**config.mk**
```make
export PLATFORM = sky130hd
export DESIGN_NAME = intr_ctrl
export DESIGN_NICKNAME = d
export VERILOG_FILES = /design/src/rtl/intr_ctrl.sv
export SDC_FILE = /design/constraint.sdc
export NUM_CORES = 1
export LEC_CHECK = 0
export BUFFER_PORTS_ARGS = -buffer_cell sky130_fd_sc_hd__clkbuf_2
export CORE_MARGIN = 2
export CORE_UTILIZATION = 36
export CTS_CLUSTER_DIAMETER = 50
export DETAILED_ROUTE_END_ITERATION = 8
export GPL_TIMING_DRIVEN = 0
export PLACE_DENSITY = 0.67
export SETUP_SLACK_MARGIN = 0.2
export SYNTH_ARGS = -nofsm -noshare
export SYNTH_HDL_FRONTEND = slang
export SYNTH_SLANG_ARGS = --single-unit
export TNS_END_PERCENT = 10
```
**constraint.sdc**
```tcl
create_clock -name clk_i -period 1.5 [get_ports clk_i]
set_input_delay 0.15 -clock clk_i [delete_from_list [all_inputs] [get_ports clk_i]]
set_output_delay 0.15 -clock clk_i [all_outputs]
set_load 0.02 [all_outputs]
```
**src/rtl/intr_ctrl.sv**
```systemverilog
// intr_ctrl: multi-channel interrupt controller with set-dominant pending
// latches, sticky per-channel overflow flags and fixed-priority arbitration
// (lowest index wins). The presented channel ID is frozen until acknowledged.
// Optional build macro INTR_EDGE_EN: when defined, an event is a rising edge
// of set_i[i]; when undefined, every cycle with set_i[i]=1 is an event.
//
// state    | meaning
// ---------+---------------------------------------------------------------
// ST_IDLE  | intr_o low; presents the lowest enabled pending channel, if any
// ST_ACTIVE| intr_o high, intr_id_o frozen; waits for ack_i
module intr_ctrl #(
   parameter int NUM_CH = 4,
   parameter int ID_W   = 2
) (
   input  logic              clk_i,
   input  logic              rst_n_i,
   input  logic [NUM_CH-1:0] set_i,
   input  logic [NUM_CH-1:0] en_i,
   input  logic              ack_i,
   output logic              intr_o,
   output logic [ID_W-1:0]   intr_id_o,
   output logic [NUM_CH-1:0] pend_o,
   output logic [NUM_CH-1:0] ovf_o
);

   typedef enum logic {ST_IDLE, ST_ACTIVE} state_t;

   state_t            state_q;
   logic              intr_q;
   logic [ID_W-1:0]   intr_id_q;
   logic [NUM_CH-1:0] pend_q, pend_d;
   logic [NUM_CH-1:0] ovf_q, ovf_d;
   logic [NUM_CH-1:0] evt;
   logic [NUM_CH-1:0] clr;
   logic [NUM_CH-1:0] cand;
   logic              cand_vld;
   logic [ID_W-1:0]   cand_idx;
   logic              ack_act;

`ifdef INTR_EDGE_EN
   logic [NUM_CH-1:0] set_prev_q;

   // Edge-detect history of the request lines.
   always_ff @(posedge clk_i or negedge rst_n_i) begin
      if (!rst_n_i) begin
         set_prev_q <= '0;
      end else begin
         set_prev_q <= set_i;
      end
   end

   assign evt = set_i & ~set_prev_q;
`else
   assign evt = set_i;
`endif

   assign ack_act = (state_q == ST_ACTIVE) && ack_i;

   // One-hot clear of the presented channel when it is acknowledged.
   always_comb begin
      clr = '0;
      for (int i = 0; i < NUM_CH; i++) begin
         clr[i] = ack_act && (intr_id_q == ID_W'(i));
      end
   end

   // Set-dominant pending latch; overflow survives an ack only if a new event
   // arrives in the same cycle.
   always_comb begin
      pend_d = (pend_q & ~clr) | evt;
      ovf_d  = (ovf_q & ~clr) | (evt & pend_q & ~clr) | (ovf_q & evt & clr);
   end

   assign cand = pend_q & en_i;

   // Fixed priority: scan downwards so the lowest set index is kept last.
   always_comb begin
      cand_vld = 1'b0;
      cand_idx = '0;
      for (int i = NUM_CH - 1; i >= 0; i--) begin
         if (cand[i]) begin
            cand_vld = 1'b1;
            cand_idx = ID_W'(i);
         end
      end
   end

   // Pending and overflow state.
   always_ff @(posedge clk_i or negedge rst_n_i) begin
      if (!rst_n_i) begin
         pend_q <= '0;
         ovf_q  <= '0;
      end else begin
         pend_q <= pend_d;
         ovf_q  <= ovf_d;
      end
   end

   // Presentation FSM with registered intr/intr_id.
   always_ff @(posedge clk_i or negedge rst_n_i) begin
      if (!rst_n_i) begin
         state_q   <= ST_IDLE;
         intr_q    <= 1'b0;
         intr_id_q <= '0;
      end else begin
         case (state_q)
            ST_IDLE: begin
               if (cand_vld) begin
                  intr_id_q <= cand_idx;
                  intr_q    <= 1'b1;
                  state_q   <= ST_ACTIVE;
               end
            end
            ST_ACTIVE: begin
               if (ack_i) begin
                  intr_q  <= 1'b0;
                  state_q <= ST_IDLE;
               end
            end
            default: begin
               intr_q  <= 1'b0;
               state_q <= ST_IDLE;
            end
         endcase
      end
   end

   assign intr_o    = intr_q;
   assign intr_id_o = intr_id_q;
   assign pend_o    = pend_q;
   assign ovf_o     = ovf_q;

endmodule
```
* After elaboration in Yosys (flattened, before gate mapping) *
Cells that the tools add are included.

word-level totals
  register bits after elaboration = 12
  word-level logic and storage cells = 44
  output and inout port bits = 11

operators by class
  multiplexer cells = 14
  bitwise operators = 12
  reduce and logical (&&, ||, !) cells = 8
  eq/ne operators = 5

operators by type and width
  cell                                                                    count
  4-bit bitwise AND                                                       7
  4-bit OR                                                                3
  1-bit 2-to-1 mux                                                        8
  2-bit 2-to-1 mux                                                        4
  1-bit logical AND                                                       5
  2-bit equality test (second input constant)                             2
  2-bit != test (second input constant)                                   2
  4-bit inverter                                                          1
  1-bit one-hot mux with 2 select lines                                   2
  2-bit AND reduction                                                     2
  2-bit by 1-bit equality test with 1-bit output (second input constant)  1
  2-bit logical NOT                                                       1
  1-bit inverter                                                          1

* Longest topological paths before layout *
Gate-level depths: netlist (run 1).

  word-level depth = 7
  gate-level depth with buffers = 4
  gate-level depth less buffers = 3

* Worst setup path before layout (run 1) *
Ideal clock, no wire load.

  path type = reg2reg
  start point = register pend_q[1], in the netlist pend_o[1]
  end point = register intr_q, in the netlist intr_o
  setup time = 0.121 ns
  clock period less this slack = 1.056 ns
  stages on the path, launching flop included = 4
  arrival time = 0.935 ns
  buffers on the path = 0
  slack = 0.444 ns
  cell sequence = dfrtp_1 > a22oi_2 > nand3_2 > a22o_1

on the way
  cells in the longest elaborated chain, start to end = 5

RTL lines
  element                               line  RTL
  start, declared                       31    logic [NUM_CH-1:0] pend_q, pend_d;
  start signal, assigned                94    pend_q <= pend_d;
  4-bit bitwise AND                     74    assign cand = pend_q & en_i;
  1-bit 2-to-1 mux (2 in a row)         81    if (cand[i]) begin
  2-bit != test (no source line)        --
  2-bit AND reduction (no source line)  --
  end signal, assigned                  103   intr_q <= 1'b0;
  end signal, assigned                  110   intr_q <= 1'b1;
  end signal, assigned                  116   intr_q <= 1'b0;
  end, declared                         29    logic intr_q;

No other way between the ends.
A chain may end at the register's enable or synchronous reset.

* Worst setup path in the final report (run 1) *
  start point = register intr_id_q[1], in the netlist intr_id_o[1]
  end point = output port intr_id_o[1]

RTL lines
  element                 line  RTL
  start, declared         30    logic [ID_W-1:0] intr_id_q;
  start signal, assigned  109   intr_id_q <= cand_idx;
  end, declared           21    output logic [ID_W-1:0] intr_id_o,

No word-level cell between the ends.

==> metrics.md, run 1 <==
| Metric | Value |
|---|---|
| Sequential area share after synthesis | 0.548 |
| Final Hold Fails | 0 |
| Synth top area share | 0.548 |
| Largest net degree at the start of global routing | 13 |
| R2r startpoint | pend_o[1] |
| First-pass GRT wire length | ~1800 um |
| Final setup fails | 0 |
| Tcrit/Tclk final | 0.729 |
| PwrDens | roughly 1200 nW/um^2 |
| Ports | 22 |
| Maximum vdd drop | slightly above 600 uV |
| Placed Cells | around 90 |
| Pleak | around 0.36 nW |
| Async S/R FF share, synth | 1.00 |
| # hold bufs at CTS | 1 |
| Synth area leaders | dfrtp_1 (55%), nand2_1 (6.2%), a21oi_1 (3.7%) |
| DR vias | 470 |
| Cells after synthesis | 52 |
| Commonest cells in the netlist | dfrtp_1 (12), nand2_1 (9), a21oi_1 (4), inv_1 (4), o21ai_1 (4) |
| Leading area contributor after synthesis | dfrtp_1 |
| Yosys warns | 0 |
| Critical path's largest stage delay | between 400 and 500 ps |
| Worst-case clock buffer depth | 2 |
| Number of non-filler instances in the completed layout | 94 |
| IO buf count | 21 |
| Fin Clk Skew | ~1.3 ps |
| Total CTS buffers | 3 |
| DRT Wirelength | ~1000 um |
| Row count | 14 |
| Layout area overhead | 31.3% |
| Vias in the first global route | about 420 |
| EDFF count, synth | 0 |
| Iteration-0 DRC Markers | 10 |
| Worst path bufs/invs | 1 |
| Largest fanout on the critical path | 6 |
| Drt drc | 0 |
| Nets | 90 |
| Initial Utilization | 0.372 |
| Worst hold path type | in2reg |
| Max Cap Violations | 0 |
| Worst Setup End Kind | output port |
| TritonCTS clock tree | yes |
| Flop-to-flop setup slack | 460 ps |
| Startpoint Class | flip-flop |
| Iteration count of the initial detailed-routing pass | 4 |
| Setup Fix Bufs, Post-CTS | 0 |
| R2r worst-path depth | 3 |
| Resize count post-CTS | 0 |
| HP Start | set_i[2] |
| Slew margin rel. | 0.802 |
| DIE WIDTH | about 43 um |
| Final Wtd Congestion | roughly 0.84 |
| Routed WL per cell | 11.1 um |
| Setup CP Type | reg2out |
| CP delay by family, top | flip-flops |
| Via/cell ratio | ~5.0 |
| FMAX | between 900 and 1000 MHz |
| Post-route minimum period | between 1000 and 1500 ps |
| Layout cell share with drive strength beyond 1 | 0.410 |
| RR Endpoint | intr_o |
| CTS Root Cell | clkbuf_4 |
| # H-tree levels | 1 |
| Top-count cell post-synth | dfrtp_1 |
| Synthesized area per cell | approximately 11 um^2 |
| Global Route Usage Sum | 0.130 |
| Core ar. | about 1500 um^2 |
| Ant diodes | 0 |
| WHS Endpoint | pend_o[2] |
| Tightest Pin Transition | around 300 ps |
| Hold Crit Depth | 3 |
| DRT antenna net count | 0 |
| Number of distinct library cells after synthesis | 23 |
| Worst skew pair latency | 280 ps |
| Remaining global-route overflow | 0 |
| Hpwl dp | approximately 810 um |
| Area of the mapped netlist | between 500 and 600 um^2 |
| Worst EP arrival | between 900 and 1000 ps |
| Synth Register Bits | 12 |
| Syn_nets | 63 |
| Crit path cell chain | clkbuf_2 |
| DIE HEIGHT | 43.0 um |
| Max Slew Vio Count | 0 |
| Initial antenna violation count | 0 |
| Clock Sinks | 12 |
| Die ar. | roughly 1900 um^2 |
| RSZ-0062 raised after global routing | false |
| Critical-path top delay cell | dfrtp_1 |
| Clock transition at path regs | 80 ps |
| Ys flop type | dfrtp_1 |
| TNS Setup | 0 ps |
| CP required | around 1400 ps |
| Status | completed |
-- layout make-up --
class,instances,area [um^2]
plain buffers,1,11.3
clock buffers,4,36.3
fillers,150,752
inverters,4,15.0
multi-input cells,35,221
flip-flops and latches,12,300
well taps,16,20.0
repair buffers,22,115
-- registers in the layout, indices dropped and copies added (netlist names) --
name       flops
intr_id_o      2
intr_o         1
ovf_o          4
pend_o         4
state_q        1
-- placed cells by master (no fill, tap or decap), drive strengths merged, types with 2 or more instances in the layout --
master	count
o21bai	2
nand2	10
a21oi	4
nand3	2
dfrtp	12
inv	4
o21ai	5
clkbuf	25
-- power by group --
group          leakage (nW)  switching (W)  internal (W)
Combinational         0.216       0.000119     0.0000893
Clock                0.0210       0.000117      0.000148
Sequential            0.119      0.0000442      0.000363
Total                 0.356       0.000280      0.000600
-- metrics by stage --
step	total power (W)	setup slack, ps	cell area, um^2	hold WS [ps]	utilization
final	0.000880	406	719	72.7	0.489
after global routing	0.000924	371	719	92.4	0.489
after CTS	0.000888	393	719	69.6	0.489
after detailed placement	0.000623	471	673	50.6	0.457
after global placement	0.000621	482	673	48.5	0.457
after floorplan	0.000542	444	548	-146	-
-- worst max path at each step --
stage	from	to	slack [ps]	depth (start not counted)
2_1_floorplan	pend_o[1]	intr_o	440	3
3_3_place_gp	pend_o[1]	intr_o	480	3
3_5_place_dp	pend_o[1]	intr_o	470	3
4_1_cts	intr_id_o[1]	intr_id_o[1]	390	1
5_1_grt	intr_id_o[1]	intr_id_o[1]	370	1
6_report	intr_id_o[1]	intr_id_o[1]	410	1
-- layer usage --
| layer | share of wire | up-vias | wire length, um | GRT usage |
|---|---|---|---|---|
| met5 | 0 | - | 0 | 0 |
| met4 | 0.028 | 0 | 29 | 0.0909 |
| met3 | 0.060 | 5 | 63 | 0.0298 |
| met2 | 0.41 | 15 | 431 | 0.179 |
| met1 | 0.50 | 213 | 519 | 0.178 |
| li1 | - | 237 | - | - |
-- logic make-up (layout without fill, tap and decap cells) --
group / count (synthesis) / in the layout / share of synthesized area
AND/OR/NAND/NOR: 17 / 17 / 0.176
buffers and inverters: 5 / 31 / 0.0479
AO/OA/AOI/OAI: 18 / 18 / 0.228
flip-flops: 12 / 12 / 0.548
No activity file was read; power rests on OpenSTA's default activity.
==> run 2, diff against run 1 <==
Settings changed: ABC_AREA set to 1.
Clock period 1.5 ns to 1.1 ns, I/O delays scaled along.
==> run 2 against run 1 <==
Wire length up 8.1%. Clock skew decreased by 0.71 ps. Register-to-register slack got worse by 310 ps. Critical path type unchanged.
==> metrics.md, run 2 <==
| Metric | Value |
|---|---|
| Flop pwr share | 0.402 |
| Via/cell ratio | about 4.8 |
| DRT antenna net count | 0 |
| CP required | between 900 and 1000 ps |
| CP Launch Point | intr_id_o[1] |
| Fillers | ~150 |
| Ant diodes | 0 |
| Hpwl dp | 865 um |
| Worst Setup End Kind | output port |
| DRT Wirelength | 1130 um |
| Initial Utilization | 0.372 |
| Flop-to-flop setup slack | about 150 ps |
| Yosys warns | 0 |
| FF/Latch Area | between 300 and 400 um^2 |
| TNS Setup | 0 ps |
| Async S/R FF share, synth | 1.00 |
| Remaining global-route overflow | 0 |
| Critical path's largest stage delay | roughly 440 ps |
| Ys flop type | dfrtp_1 |
| Sw frac | 0.424 |
| Worst path bufs/invs | 1 |
| Final setup fails | 0 |
| Sequential area share after synthesis | 0.548 |
| DR vias | ~490 |
| Number of distinct library cells after synthesis | 13 |
| Synthesized area per cell | between 9 and 10 um^2 |
| Drt drc | 0 |
| Synth area leaders | dfrtp_1 (55%), nand2_1 (12%), nand3_2 (7.3%) |
| Worst skew pair latency | approximately 270 ps |
| Pleak | approximately 0.36 nW |
| Worst hold path type | in2reg |
| Layout area overhead | 37.0% |
| RSZ-0062 raised after global routing | true |
| FMAX | roughly 1000 MHz |
| Hold Crit Depth | 2 |
| Vias in the first global route | just under 500 |
| Area of the mapped netlist | 548 um^2 |
| CTS Root Cell | clkbuf_4 |
| # H-tree levels | 1 |
| Synth top area share | 0.548 |
| Nets | 98 |
| Fin Clk Skew | 0.588 ps |
| Internal | roughly 0.001 W |
| Placed Cells | between 90 and 100 |
| DIE WIDTH | 43.0 um |
| Final Wtd Congestion | roughly 0.79 |
| Max Slew Vio Count | 0 |
| Commonest cells in the netlist | nand2_1 (17), dfrtp_1 (12), nand3_1 (7) |
| CP delay by family, top | flip-flops |
| Layout cell share with drive strength beyond 1 | 0.565 |
| Busiest grt layer | met2 |
| Maximum vdd drop | just over 1000 uV |
| PwrDens | roughly 2300 nW/um^2 |
| Worst EP arrival | approximately 870 ps |
| Tightest Pin Transition | slightly above 300 ps |
| Met3 usage | 0.0511 |
| EDFF count, synth | 0 |
| Met1 GRT Util | 0.177 |
| Largest net degree at the start of global routing | 13 |
| Worst-case clock buffer depth | 2 |
| Syn_nets | slightly below 70 |
| Most frequent cells in the layout | clkbuf_2 (21), nand2_1 (13), nand3_1 (7) |
| Global Route Usage Sum | 0.146 |
| Ports | 22 |
| Cells after synthesis | 58 |
| WHS Endpoint | pend_o[0] |
| HP Start | set_i[0] |
| Post-layout util | 0.510 |
| Iteration count of the initial detailed-routing pass | 4 |
| Initial antenna violation count | 0 |
| Critical-path top delay cell | dfrtp_2 |
| Commonest non-fill, non-tap cell in the layout | clkbuf_2 |
| Largest fanout on the critical path | 4 |
| Die ar. | 1850 um^2 |
| Slew margin rel. | 0.795 |
| RR Endpoint | intr_id_o[0] |
| Setup CP Type | reg2out |
| DIE HEIGHT | around 43 um |
| Clock Sinks | 12 |
| TritonCTS clock tree | yes |
| M2 GR Usage | 0.236 |
| Status | completed |
| Core ar. | 1470 um^2 |
| Multi-input logic area | between 200 and 250 um^2 |
| Row count | 14 |
| Number of non-filler instances in the completed layout | 101 |
| Synth Register Bits | 12 |
| Top-count cell post-synth | nand2_1 |
| Clock Power Share | 0.153 |
| Crit path cell chain | clkbuf_2 |
| Max Cap Violations | 0 |
| R2r startpoint | pend_o[3] |
| Iteration-0 DRC Markers | 6 |
| Startpoint Class | flip-flop |
| First-pass GRT wire length | ~2000 um |
| Routed WL per cell | 11.2 um |
| Clock transition at path regs | 70 ps |
| Final Hold Fails | 0 |
| Combinational power share | 0.445 |
| Leading area contributor after synthesis | dfrtp_1 |
| Switching Power | around 0.00073 W |
| R2r worst-path depth | 6 |
| Tcrit/Tclk final | 0.890 |
| Post-route minimum period | just under 1000 ps |
| Total CTS buffers | 3 |
| IO buf count | 21 |
[run 2: changes by cell type after synthesis, sizes merged, moves of 2 or more]
cell / before / now
a21o: 1 / 4
a21oi: 4 / 0
nand2: 10 / 19
nand3: 2 / 11
o21bai: 2 / 0
[run 2: logic make-up after synthesis]
kind of cell	share of synthesized area
AND/OR/NAND/NOR	0.290
flip-flops	0.548
AO/OA/AOI/OAI	0.119
buffers and inverters	0.0434
[run 2: area by class of cell]
class,count,share of cell area
Tap cell,16,0.0267
Clock buffer,3,0.0300
Inverter,6,0.0333
Timing Repair Buffer,24,0.173
Multi-Input combinational cell,40,0.327
Sequential cell,12,0.410
[run 2: worst max path at each step]
| stage | to | slack [ps] | cells after the start |
|---|---|---|---|
| final | intr_id_o[1] | 120 | 1 |
| after global routing | intr_id_o[0] | 70 | 6 |
| after CTS | intr_id_o[1] | 110 | 1 |
| after detailed placement | intr_id_o[0] | 140 | 6 |
| after global placement | intr_o | 160 | 6 |
| after floorplan | intr_o | 160 | 6 |
[run 2: timing repair]
action,in CTS,in global routing
setup buffers,2,0
hold buffers,1,0
pin swaps,0,2
endpoints found under the hold margin,12,0
endpoints found under the setup margin,22,23
resized for setup,0,7
[run 2: metrics by stage]
step           setup WS (ps)  power, W  hold slack [ps]  cell area (um^2)
3_5_place_dp             142   0.00139             13.0               681
6_report                 121   0.00173             57.4               751
4_1_cts                  113   0.00170             54.5               728
2_1_floorplan            162   0.00117             -186               556
3_3_place_gp             164   0.00137             16.6               681
5_1_grt                 68.3   0.00186             61.8               751
[run 2: per-layer routing]
layer / routed length [um] / up-vias
met5: 0 / -
met4: 8 / 0
met3: 92 / 2
met2: 513 / 23
met1: 514 / 216
li1: - / 248
[run 2: power groups by stage]
stage          Combinational [W]  Sequential [W]  Clock [W]
2_1_floorplan           0.000341        0.000831          0
3_3_place_gp            0.000662        0.000707          0
3_5_place_dp            0.000680        0.000710          0
4_1_cts                 0.000740        0.000690   0.000272
5_1_grt                 0.000851        0.000718   0.000295
6_report                0.000769        0.000695   0.000265
